File: src/rtl/mux2_rr_arbiter_if.sv
// mux2_rr_arbiter_if: valid/ready beat stream carrying data and a packet-last flag
interface mux2_rr_arbiter_if #(parameter int DW = 8);
    logic          valid;
    logic [DW-1:0] data;
    logic          last;
    logic          ready;
    modport master (output valid, data, last, input ready);
    modport slave  (input valid, data, last, output ready);
endinterface

File: src/rtl/mux2_rr_arbiter.sv
// mux2_rr_arbiter: packet-based round-robin sharing of one stream channel between two requesters
module mux2_rr_arbiter #(
    parameter int DW        = 8,
    parameter int MAX_BURST = 4
) (
    input  logic                  clk,
    input  logic                  rst_n,
    mux2_rr_arbiter_if.slave      i0,
    mux2_rr_arbiter_if.slave      i1,
    mux2_rr_arbiter_if.master     y,
    output logic                  sel,
    output logic                  busy
);
    localparam int BW = $clog2(MAX_BURST) + 1;
    typedef enum logic [1:0] {IDLE, OWN0, OWN1} state_t;
    state_t          state, next_state;
    logic            last_winner;
    logic [BW-1:0]   beat_cnt;
    logic [DW-1:0]   mux_data;
    logic            xfer, own_last, rel;
    assign xfer     = y.valid & y.ready;
    assign own_last = (state == OWN1) ? i1.last : i0.last;
    // a grant ends on the owner's last beat or when the burst cap is reached
    assign rel      = xfer & (own_last | (beat_cnt == BW'(MAX_BURST - 1)));
    always_ff @(posedge clk or negedge rst_n) begin
        if (!rst_n) begin
            state       <= IDLE;
            sel         <= 1'b0;
            last_winner <= 1'b1;
            beat_cnt    <= '0;
        end else begin
            state <= next_state;
            sel   <= (next_state == OWN1) ? 1'b1 : (next_state == OWN0) ? 1'b0 : sel;
            if (rel) begin
                last_winner <= (state == OWN1);
                beat_cnt    <= '0;
            end else if (xfer) begin
                beat_cnt <= beat_cnt + 1'b1;
            end
        end
    end
    always_comb begin
        next_state = state;
        if (state == IDLE)
            next_state = (i0.valid & i1.valid) ? (last_winner ? OWN0 : OWN1) :
                         i0.valid ? OWN0 : i1.valid ? OWN1 : IDLE;
        else if (rel)
            next_state = (state == OWN0) ? (i1.valid ? OWN1 : IDLE) : (i0.valid ? OWN0 : IDLE);
    end
    always_comb begin
        mux_data = sel ? i1.data : i0.data;
        y.data   = mux_data;
        y.valid  = (state == OWN0) ? i0.valid : (state == OWN1) ? i1.valid : 1'b0;
        y.last   = (state == OWN0) ? i0.last  : (state == OWN1) ? i1.last  : 1'b0;
        i0.ready = (state == OWN0) & y.ready;
        i1.ready = (state == OWN1) & y.ready;
        busy     = (state != IDLE);
    end
endmodule
File: src/flat_wrapper.sv
// flat-port wrapper written by rule: the top's interface ports become plain ports
module mux2_rr_arbiter_flat 
#(
    parameter int DW        = 8,
    parameter int MAX_BURST = 4
)
  (clk, rst_n, sel, busy, i0_valid, i0_data, i0_last, i0_ready, i1_valid, i1_data, i1_last, i1_ready, y_valid, y_data, y_last, y_ready);
  mux2_rr_arbiter_if #(.DW(DW)) i0_i ();
  mux2_rr_arbiter_if #(.DW(DW)) i1_i ();
  mux2_rr_arbiter_if #(.DW(DW)) y_i ();
  input  logic clk;
  input  logic rst_n;
  output logic sel;
  output logic busy;
  input wire logic [$bits(i0_i.valid)-1:0] i0_valid;
  input wire logic [$bits(i0_i.data)-1:0] i0_data;
  input wire logic [$bits(i0_i.last)-1:0] i0_last;
  output wire logic [$bits(i0_i.ready)-1:0] i0_ready;
  input wire logic [$bits(i1_i.valid)-1:0] i1_valid;
  input wire logic [$bits(i1_i.data)-1:0] i1_data;
  input wire logic [$bits(i1_i.last)-1:0] i1_last;
  output wire logic [$bits(i1_i.ready)-1:0] i1_ready;
  output wire logic [$bits(y_i.valid)-1:0] y_valid;
  output wire logic [$bits(y_i.data)-1:0] y_data;
  output wire logic [$bits(y_i.last)-1:0] y_last;
  input wire logic [$bits(y_i.ready)-1:0] y_ready;
  assign i0_i.valid = i0_valid;
  assign i0_i.data = i0_data;
  assign i0_i.last = i0_last;
  assign i0_ready = i0_i.ready;
  assign i1_i.valid = i1_valid;
  assign i1_i.data = i1_data;
  assign i1_i.last = i1_last;
  assign i1_ready = i1_i.ready;
  assign y_valid = y_i.valid;
  assign y_data = y_i.data;
  assign y_last = y_i.last;
  assign y_i.ready = y_ready;
  mux2_rr_arbiter #(.DW(DW), .MAX_BURST(MAX_BURST)) u_core (.clk(clk), .rst_n(rst_n), .i0(i0_i), .i1(i1_i), .y(y_i), .sel(sel), .busy(busy));
endmodule
File: config.mk
export PLATFORM = sky130hd
export DESIGN_NAME = mux2_rr_arbiter_flat
export DESIGN_NICKNAME = d
export VERILOG_FILES = /design/src/rtl/mux2_rr_arbiter_if.sv /design/src/rtl/mux2_rr_arbiter.sv /design/src/flat_wrapper.sv
export SDC_FILE = /design/constraint.sdc
export NUM_CORES = 1
export LEC_CHECK = 0
export CORE_UTILIZATION = 36
export CTS_BUF_LIST = sky130_fd_sc_hd__clkbuf_16
export DETAILED_ROUTE_END_ITERATION = 10
export GPL_ROUTABILITY_DRIVEN = 0
export GPL_TIMING_DRIVEN = 0
export MAX_ROUTING_LAYER = met4
export PLACE_DENSITY = 0.82
export SYNTH_ARGS = -nofsm -noshare
export SYNTH_HDL_FRONTEND = slang
export SYNTH_SLANG_ARGS = --single-unit
export TNS_END_PERCENT = 100
File: constraint.sdc
create_clock -name clk -period 4.28 [get_ports clk]
set_clock_uncertainty 0.1 [all_clocks]
set_input_delay 0.856 -clock clk [delete_from_list [all_inputs] [get_ports clk]]
set_output_delay 0.856 -clock clk [all_outputs]
set_load 0.1 [all_outputs]
==> results.cfg, run 1 <==
[sta]
setup_violations = 0
layout_setup_ws_ps = 653.3
fin_setup_tns_ps = 0
whs_ps = 374.4
min_period_ps = 3627
worst_pin_slew_ps = 972.3
max_freq_mhz = 275.7
maxSlewViolCount = 0
rsz0062_at_grt = false
slew_headroom_pct = 34.97
layout_worst_path_cycle_share_pct = 84.74
finalHoldViolations = 0

[floorplanning]
die_y_um = 40.75
ios = 37
die_x_um = 40.75
core_um2 = 1350
dieArea_um2 = 1661
fp-row-count = 13
start_util_pct = 40.04

[route]
drc = 0
drtIter0Drc = 5
wl_per_cell_um = 10.97
antenna_left = 0
wirelength_um = 1218
vias = 559
viasPerCell = 5.036
drt-pass1-iter-count = 2

[status]
status = finished clean

[cts]
ctsResizeCount = 0
cts_tree = done
cts.htree.levels = 1
cts_setup_buffers = 0
clk_pin_slew_ps = 40
postCtsHoldBufs = 0
clockBufferDepth = 2
clock-root-buffer = clkbuf_16
clk_latency_ps = 230
cts_sinks = 7
cts_buffers = 3

[pwr]
p_clk_share_pct = 17.6
switching_share_pct = 53.44
ir_worst_vdd_v = 0.0004906
p_sw_uw = 470.9
power.density_nw_per_um2 = 882.6
leakagePower_nw = 0.4229
pwr-share-seq_pct = 14.4
intPower_uw = 410.3
p_total_uw = 881.2
pwr-share-comb_pct = 68.0

[critical_path]
path_class = in2out
worstPathRequired_ps = 3320
cp_common_cell = clkdlybuf4s50_1
worstPathArrival_ps = 2670
cpPeakStageDelay_ps = 1130
crit_chain = clkdlybuf4s50_1, a22o_1, clkdlybuf4s50_1
rr_worst_depth = 8
critPathTopFamily = buffers and inverters
end_kind = primary output
cp-start-kind = input pin
cp-startpoint = i1_valid
crit_buf_inv = 2
r2r_end = u_core.sel
worstReg2RegStart = u_core.beat_cnt[0]
crit_fanout = 4
rrSetupSlack_ps = 1950
slowest_stage = clkdlybuf4s50_1

[logic_synthesis]
yosys.area.top_type = dfrtp_1
ys_seq_area_share_pct = 32.64
yosys_warnings = 0
syn_avg_cell_area_um2 = 9.652
yosysUniqueCellTypes = 24
synth_nets = 82
ys_seq_elements = 7
syn_inst = 56
netlist_area_um2 = 540.5
synth_top_area_share_pct = 27.78
synth.top_cells.by_area = dfrtp_1 28%, mux2_2 19%, ha_1 6.9%

[global_routing]
antenna_found_initial = 0
grt_pass1_wl_um = 1849
grt_usage_pct = 17.94
grt_overflow = 0
grt_pass1_vias = 501
grt_max_degree = 10

[hold_path]
hold_end = u_core.beat_cnt[2]
min_path_type = reg2reg
hold_depth = 2
hold_start = u_core.beat_cnt[2]

[placement]
dp_slack_ps = 652.5
port_buffers = 36
hpwl_um = 959.5

[finish]
final_common_cell = clkdlybuf4s50_1
final_core_util_pct = 73.96
drive_above_1_share_pct = 17.71
layout_common_cells = 36 x clkdlybuf4s50_1, 9 x mux2_2, 6 x nand2_1, 6 x dfrtp_1
area_delta_synth_final_pct = 84.72
fin_nets = 123
diodes = 0

[flow_run]
maxCapViolCount = 0
through the flow:
stage	cell area (um^2)	cells
global placement	919.6	107
floorplan	540.5	56
finish	998.5	111
global route	998.5	111
CTS	998.5	111
detailed placement	919.6	107
Yosys cell counts:
cell / count
mux2_2: 9
dfrtp_1: 6
nand2_1: 6
and2_1: 4
a22o_1: 3
ha_1: 3
inv_1: 3
nor2_1: 3
o21ai_1: 3
o21ai_0: 2
a21o_1: 1
a21oi_1: 1
a2bb2oi_2: 1
and2b_1: 1
clkbuf_1: 1
dfstp_2: 1
mux2_4: 1
nand2b_1: 1
nand3_1: 1
nor2b_4: 1
nor3_1: 1
nor3b_1: 1
or2_1: 1
or2_2: 1
worst reg2reg max path, delay by kind of cell, from the launching register on:
kind,cells,cell delay (ps)
AOI/OAI and AO/OA,1,260
adders and majority gates,3,610
DFF,1,370
muxes,2,600
and+or+nand+nor,2,290
routing by layer:
layer  vias to the layer above  track usage [%]  wire length (um)
met3                         2            5.978               127
met5                         -                -                 0
met4                         0            10.00                 8
li1                        274                -                 -
met2                        35            29.76               603
met1                       248            18.52               478
sequential cells by signal, indices dropped and copies added (netlist names):
name	flops
u_core.beat_cnt	3
u_core.state	2
u_core.last_winner	1
u_core.sel	1
worst max-delay path by stage:
stage / slack [ps] / end / depth (start not counted)
6_report: 650 / y_valid / 3
5_1_grt: 620 / y_valid / 3
4_1_cts: 650 / y_valid / 3
3_5_place_dp: 650 / y_valid / 3
3_3_place_gp: 650 / y_valid / 3
2_1_floorplan: 1470 / y_data[0] / 2
layout make-up:
| type | count | area, um^2 |
|---|---|---|
| repair buffers | 36 | 360.3 |
| fillers | 94 | 351.6 |
| multi-input cells | 45 | 349.1 |
| flip-flops and latches | 7 | 176.4 |
| clock buffers | 3 | 75.07 |
| well taps | 15 | 18.77 |
| inverters | 3 | 11.26 |
| clock inverters | 1 | 3.754 |
| plain buffers | 1 | 3.754 |
cell families (layout without fill, tap and decap cells):
logic type,Yosys count,in the layout,synth area share (%)
DFF,7,7,32.64
buffers and inverters,4,44,2.777
and+or+nand+nor,21,21,21.53
adders and majority gates,3,3,6.945
AOI/OAI and AO/OA,11,11,14.58
muxes,10,10,21.53
power groups by stage:
| stage | Clock [mW] | Combinational, mW | Sequential (mW) |
|---|---|---|---|
| after floorplan | 0 | 0.448 | 0.150 |
| after global placement | 0 | 0.592 | 0.126 |
| after detailed placement | 0 | 0.596 | 0.128 |
| after CTS | 0.157 | 0.604 | 0.128 |
| after global routing | 0.160 | 0.628 | 0.132 |
| final | 0.155 | 0.599 | 0.127 |
Power figures use the tool's default switching activity.
==> run 2: changes to the inputs <==
--- a/config.mk
+++ b/config.mk
@@ -5,13 +5,13 @@
 export SDC_FILE = /design/constraint.sdc
 export NUM_CORES = 1
 export LEC_CHECK = 0
-export CORE_UTILIZATION = 36
+export CORE_UTILIZATION = 34
 export CTS_BUF_LIST = sky130_fd_sc_hd__clkbuf_16
 export DETAILED_ROUTE_END_ITERATION = 10
 export GPL_ROUTABILITY_DRIVEN = 0
 export GPL_TIMING_DRIVEN = 0
 export MAX_ROUTING_LAYER = met4
-export PLACE_DENSITY = 0.82
+export PLACE_DENSITY = 0.78
 export SYNTH_ARGS = -nofsm -noshare
 export SYNTH_HDL_FRONTEND = slang
 export SYNTH_SLANG_ARGS = --single-unit
==> constraint.sdc (replaced) <==
create_clock -name clk -period 3.69 [get_ports clk]
set_clock_uncertainty 0.1 [all_clocks]
set_input_delay 0.738 -clock clk [delete_from_list [all_inputs] [get_ports clk]]
set_output_delay 0.738 -clock clk [all_outputs]
set_load 0.1 [all_outputs]
==> results.cfg, run 2 (same netlist as run 1, synthesis figures left out) <==
[status]
status = finished clean

[finish]
drive_above_1_share_pct = 17.71
largest-register = u_core.beat_cnt
area_delta_synth_final_pct = 84.95
final_common_cell = clkdlybuf4s50_1
fill_cells = 117
fin_nets = 123
largest_reg_flops = 3
layout_common_cells = 36 x clkdlybuf4s50_1, 9 x mux2_2, 6 x nand2_1, 6 x dfrtp_1
diodes = 0
reg_top3 = u_core.beat_cnt x3, u_core.state x2

[pwr]
ir_worst_vdd_v = 0.0005293
leakagePower_nw = 0.4229
power.density_nw_per_um2 = 1016
p_total_mw = 1.016

[global_routing]
grt_pass1_wl_um = 2001
grt_overflow = 0
grt_pass1_vias = 494
grt_usage_pct = 15.54
grt_max_degree = 10
antenna_found_initial = 0

[floorplanning]
start_util_pct = 36.30
dieArea_um2 = 1753
die_x_um = 41.87
die_y_um = 41.87
fp-row-count = 14
core_um2 = 1489
ios = 37

[route]
vias = 542
viasPerCell = 4.839
drc = 0
antenna_left = 0
drtIter0Drc = 5
drt-pass1-iter-count = 2
wirelength_um = 1185
wl_per_cell_um = 10.58

[placement]
port_buffers = 36
hpwl_um = 988.7

[sta]
layout_worst_path_cycle_share_pct = 91.93
finalHoldViolations = 0
maxSlewViolCount = 0
worst_pin_slew_ps = 978.6
max_freq_mhz = 294.8
slew_headroom_pct = 34.56
min_period_ps = 3392
rsz0062_at_grt = false
setup_violations = 0
fin_setup_tns_ps = 0

[critical_path]
path_class = in2out
cp_common_cell = clkdlybuf4s50_1
crit_chain = clkdlybuf4s50_1, a22o_1, clkdlybuf4s50_1
cpPeakStageDelay_ps = 1130
crit_fanout = 4
cp-start-kind = input pin
slowest_stage = clkdlybuf4s50_1
end_kind = primary output
worstPathRequired_ps = 2850
rr_worst_depth = 8
worstPathArrival_ps = 2550

[cts]
cts_sinks = 7
postCtsHoldBufs = 0
clockBufferDepth = 2
cts.htree.levels = 1
cts_buffers = 3
ctsResizeCount = 0
clk_pin_slew_ps = 40
clk_latency_ps = 230
cts_setup_buffers = 0
cts_tree = done
clock-root-buffer = clkbuf_16

[hold_path]
min_path_type = reg2reg
hold_depth = 2

[flow_run]
maxCapViolCount = 0
-- run 2: path summary, 6_finish.rpt --
check | to | slack, ps | from
setup / recovery | y_valid | 300 | i1_valid
min in group asynchronous | u_core.beat_cnt[0] | 660 | rst_n
max in group asynchronous | u_core.last_winner | 2550 | rst_n
setup reg to reg | u_core.sel | 1390 | u_core.beat_cnt[0]
hold reg to reg | u_core.beat_cnt[2] | 380 | u_core.beat_cnt[2]
hold / removal | u_core.beat_cnt[2] | 380 | u_core.beat_cnt[2]
-- run 2: report_power, final --
group	leakage, nW	switching [mW]	total, mW	internal, mW
registers	0.0858	0.0315	0.147	0.116
clock network	0.0423	0.0382	0.179	0.141
logic	0.295	0.471	0.690	0.218
-- run 2: cell type report --
class                      instances  area (um^2)  area share, %
clock buffer                       3        75.07          7.509
buffer                             1        3.754         0.3755
clock inverter                     1        3.754         0.3755
tap                               16        20.02          2.003
timing repair buffer              36        360.3          36.05
multi-input combinational         45        349.1          34.92
inverter                           3        11.26          1.126
sequential                         7        176.4          17.65
-- run 2: routing by layer --
layer  share of wire, %  vias up  global-route usage [%]  wire [um]
li1                   -      276                       -          -
met1                 43      229                   18.73        506
met5                  0        -                       -          0
met2                 46       35                   23.13        544
met4                1.0        0                   7.742         12
met3                 10        2                   5.217        120
-- run 2: per-stage QoR --
stage / cell area, um^2 / setup WS, ps / std cells / hold WS, ps / utilization, %
after global placement: 920.9 / 291.3 / 108 / 364.6 / 61.85
final: 999.7 / 297.9 / 112 / 375.0 / 67.14
after detailed placement: 920.9 / 296.2 / 108 / 371.4 / 61.85
after CTS: 999.7 / 292.7 / 112 / 379.1 / 67.14
after global routing: 999.7 / 252.0 / 112 / 424.8 / 67.14
after floorplan: 540.5 / 994.4 / 56 / 342.4 / -
-- run 2: worst max-delay path: cells and delay by family --
| family | cells | cell delay, ps |
|---|---|---|
| AOI/OAI and AO/OA | 1 | 160 |
| buffers and inverters | 2 | 1650 |
==> run 3: changes to the inputs <==
--- a/config.mk
+++ b/config.mk
@@ -5,13 +5,15 @@
 export SDC_FILE = /design/constraint.sdc
 export NUM_CORES = 1
 export LEC_CHECK = 0
-export CORE_UTILIZATION = 34
+export CELL_PAD_IN_SITES_DETAIL_PLACEMENT = 2
+export CELL_PAD_IN_SITES_GLOBAL_PLACEMENT = 2
+export CORE_UTILIZATION = 18
 export CTS_BUF_LIST = sky130_fd_sc_hd__clkbuf_16
 export DETAILED_ROUTE_END_ITERATION = 10
 export GPL_ROUTABILITY_DRIVEN = 0
 export GPL_TIMING_DRIVEN = 0
 export MAX_ROUTING_LAYER = met4
-export PLACE_DENSITY = 0.78
+export PLACE_DENSITY = 0.77
 export SYNTH_ARGS = -nofsm -noshare
 export SYNTH_HDL_FRONTEND = slang
 export SYNTH_SLANG_ARGS = --single-unit
==> results.cfg, run 3 (same netlist as run 1, synthesis figures left out) <==
[cts]
cts.htree.levels = 1
postCtsHoldBufs = 0
cts_setup_buffers = 0
ctsResizeCount = 0
clockBufferDepth = 2
clk_pin_slew_ps = 30
cts_sinks = 7
cts_tree = done
clk_latency_ps = 230
clock-root-buffer = clkbuf_16
cts_buffers = 3

[finish]
drive_above_1_share_pct = 17.71
fin_nets = 123
largest_reg_flops = 3
reg_top3 = u_core.beat_cnt x3, u_core.state x2
largest-register = u_core.beat_cnt
final_common_cell = clkdlybuf4s50_1
final_core_util_pct = 36.31
layout_common_cells = 36 x clkdlybuf4s50_1, 9 x mux2_2, 6 x nand2_1, 6 x dfrtp_1
stdcell_count = 127
fill_cells = 313
area_delta_synth_final_pct = 88.43
diodes = 0

[pwr]
ir_worst_vdd_v = 0.0003673
power.density_nw_per_um2 = 1015
p_total_mw = 1.033
leakagePower_nw = 0.4229

[flow_run]
maxCapViolCount = 0

[route]
wirelength_um = 1681
viasPerCell = 4.614
drt-pass1-iter-count = 6
antenna_left = 0
drc = 2
vias = 586
drtIter0Drc = 16
wl_per_cell_um = 13.24

[hold_path]
hold_end = u_core.beat_cnt[2]
min_path_type = reg2reg
hold_start = u_core.beat_cnt[2]
hold_depth = 2

[sta]
slew_headroom_pct = 34.11
layout_worst_path_cycle_share_pct = 92.04
max_freq_mhz = 294.5
maxSlewViolCount = 0
min_period_ps = 3396
rsz0062_at_grt = false
fin_setup_tns_ps = 0
finalHoldViolations = 0
worst_pin_slew_ps = 985.3
setup_violations = 0

[critical_path]
rr_worst_depth = 8
worstReg2RegStart = u_core.beat_cnt[0]
cp-start-kind = input pin
rrSetupSlack_ps = 1360
crit_chain = clkdlybuf4s50_1, a22o_1, clkdlybuf4s50_1
crit_fanout = 4
cp_common_cell = clkdlybuf4s50_1
slowest_stage = clkdlybuf4s50_1
path_class = in2out
worstPathArrival_ps = 2560
cpPeakStageDelay_ps = 1130
worstPathRequired_ps = 2850
r2r_end = u_core.sel
end_kind = primary output

[status]
violations = DRC
status = finished, violations left

[global_routing]
antenna_found_initial = 0
grt_pass1_wl_um = 3063
grt_pass1_vias = 727
grt_max_degree = 10
grt_usage_pct = 13.15
grt_overflow = 0

[placement]
hpwl_um = 1456
port_buffers = 36
dp_cells = 123

[floorplanning]
die_x_um = 56.80
start_util_pct = 19.27
core_um2 = 2805
fp-row-count = 19
dieArea_um2 = 3226
ios = 37
die_y_um = 56.80
-- run 3: per-stage QoR --
| stage | cell area, um^2 | hold WS, ps | worst slack [ps] |
|---|---|---|---|
| after floorplan | 540.5 | 342.4 | 994.4 |
| after global routing | 1018 | 422.7 | 212.2 |
| after CTS | 1018 | 395.7 | 288.8 |
| after detailed placement | 939.7 | 387.8 | 294.6 |
| after global placement | 939.7 | 369.3 | 300.3 |
| final | 1018 | 382.5 | 293.8 |
-- run 3: cell type report --
class	count	area, um^2	area share [%]
plain buffers	1	3.754	0.3685
repair buffers	36	360.3	35.38
flip-flops and latches	7	176.4	17.32
clock buffers	3	75.07	7.371
multi-input cells	45	349.1	34.28
well taps	31	38.79	3.808
clock inverters	1	3.754	0.3685
inverters	3	11.26	1.106
-- run 3: how the worst max path moves through the flow --
| stage | slack (ps) | end | startpoint | cells past startpoint |
|---|---|---|---|---|
| after CTS | 290 | y_valid | i0_valid | 3 |
| after detailed placement | 290 | y_valid | i0_valid | 3 |
| final | 290 | y_valid | i0_valid | 3 |
| after global placement | 300 | y_valid | i0_valid | 3 |
| after global routing | 210 | y_valid | i0_valid | 3 |
| after floorplan | 990 | y_data[0] | u_core.sel | 2 |
-- run 3: worst max-delay path, delay by kind of cell --
family	cells	cell delay, ps
AOI/OAI and AO/OA	1	170
buffers and inverters	2	1650
-- run 3: where the power goes --
part	internal, mW	switching (mW)
registers	0.116	0.0346
clock network	0.141	0.0400
logic	0.219	0.484
-- run 3: per-layer routing --
metal  vias up  part of all wire (%)  GRT usage, %
li1        279                     -             -
met1       267                    37         12.61
met2        36                    48         21.60
met3         4                    13         6.452
met4         0                   2.1         7.317
met5         -                     0             -
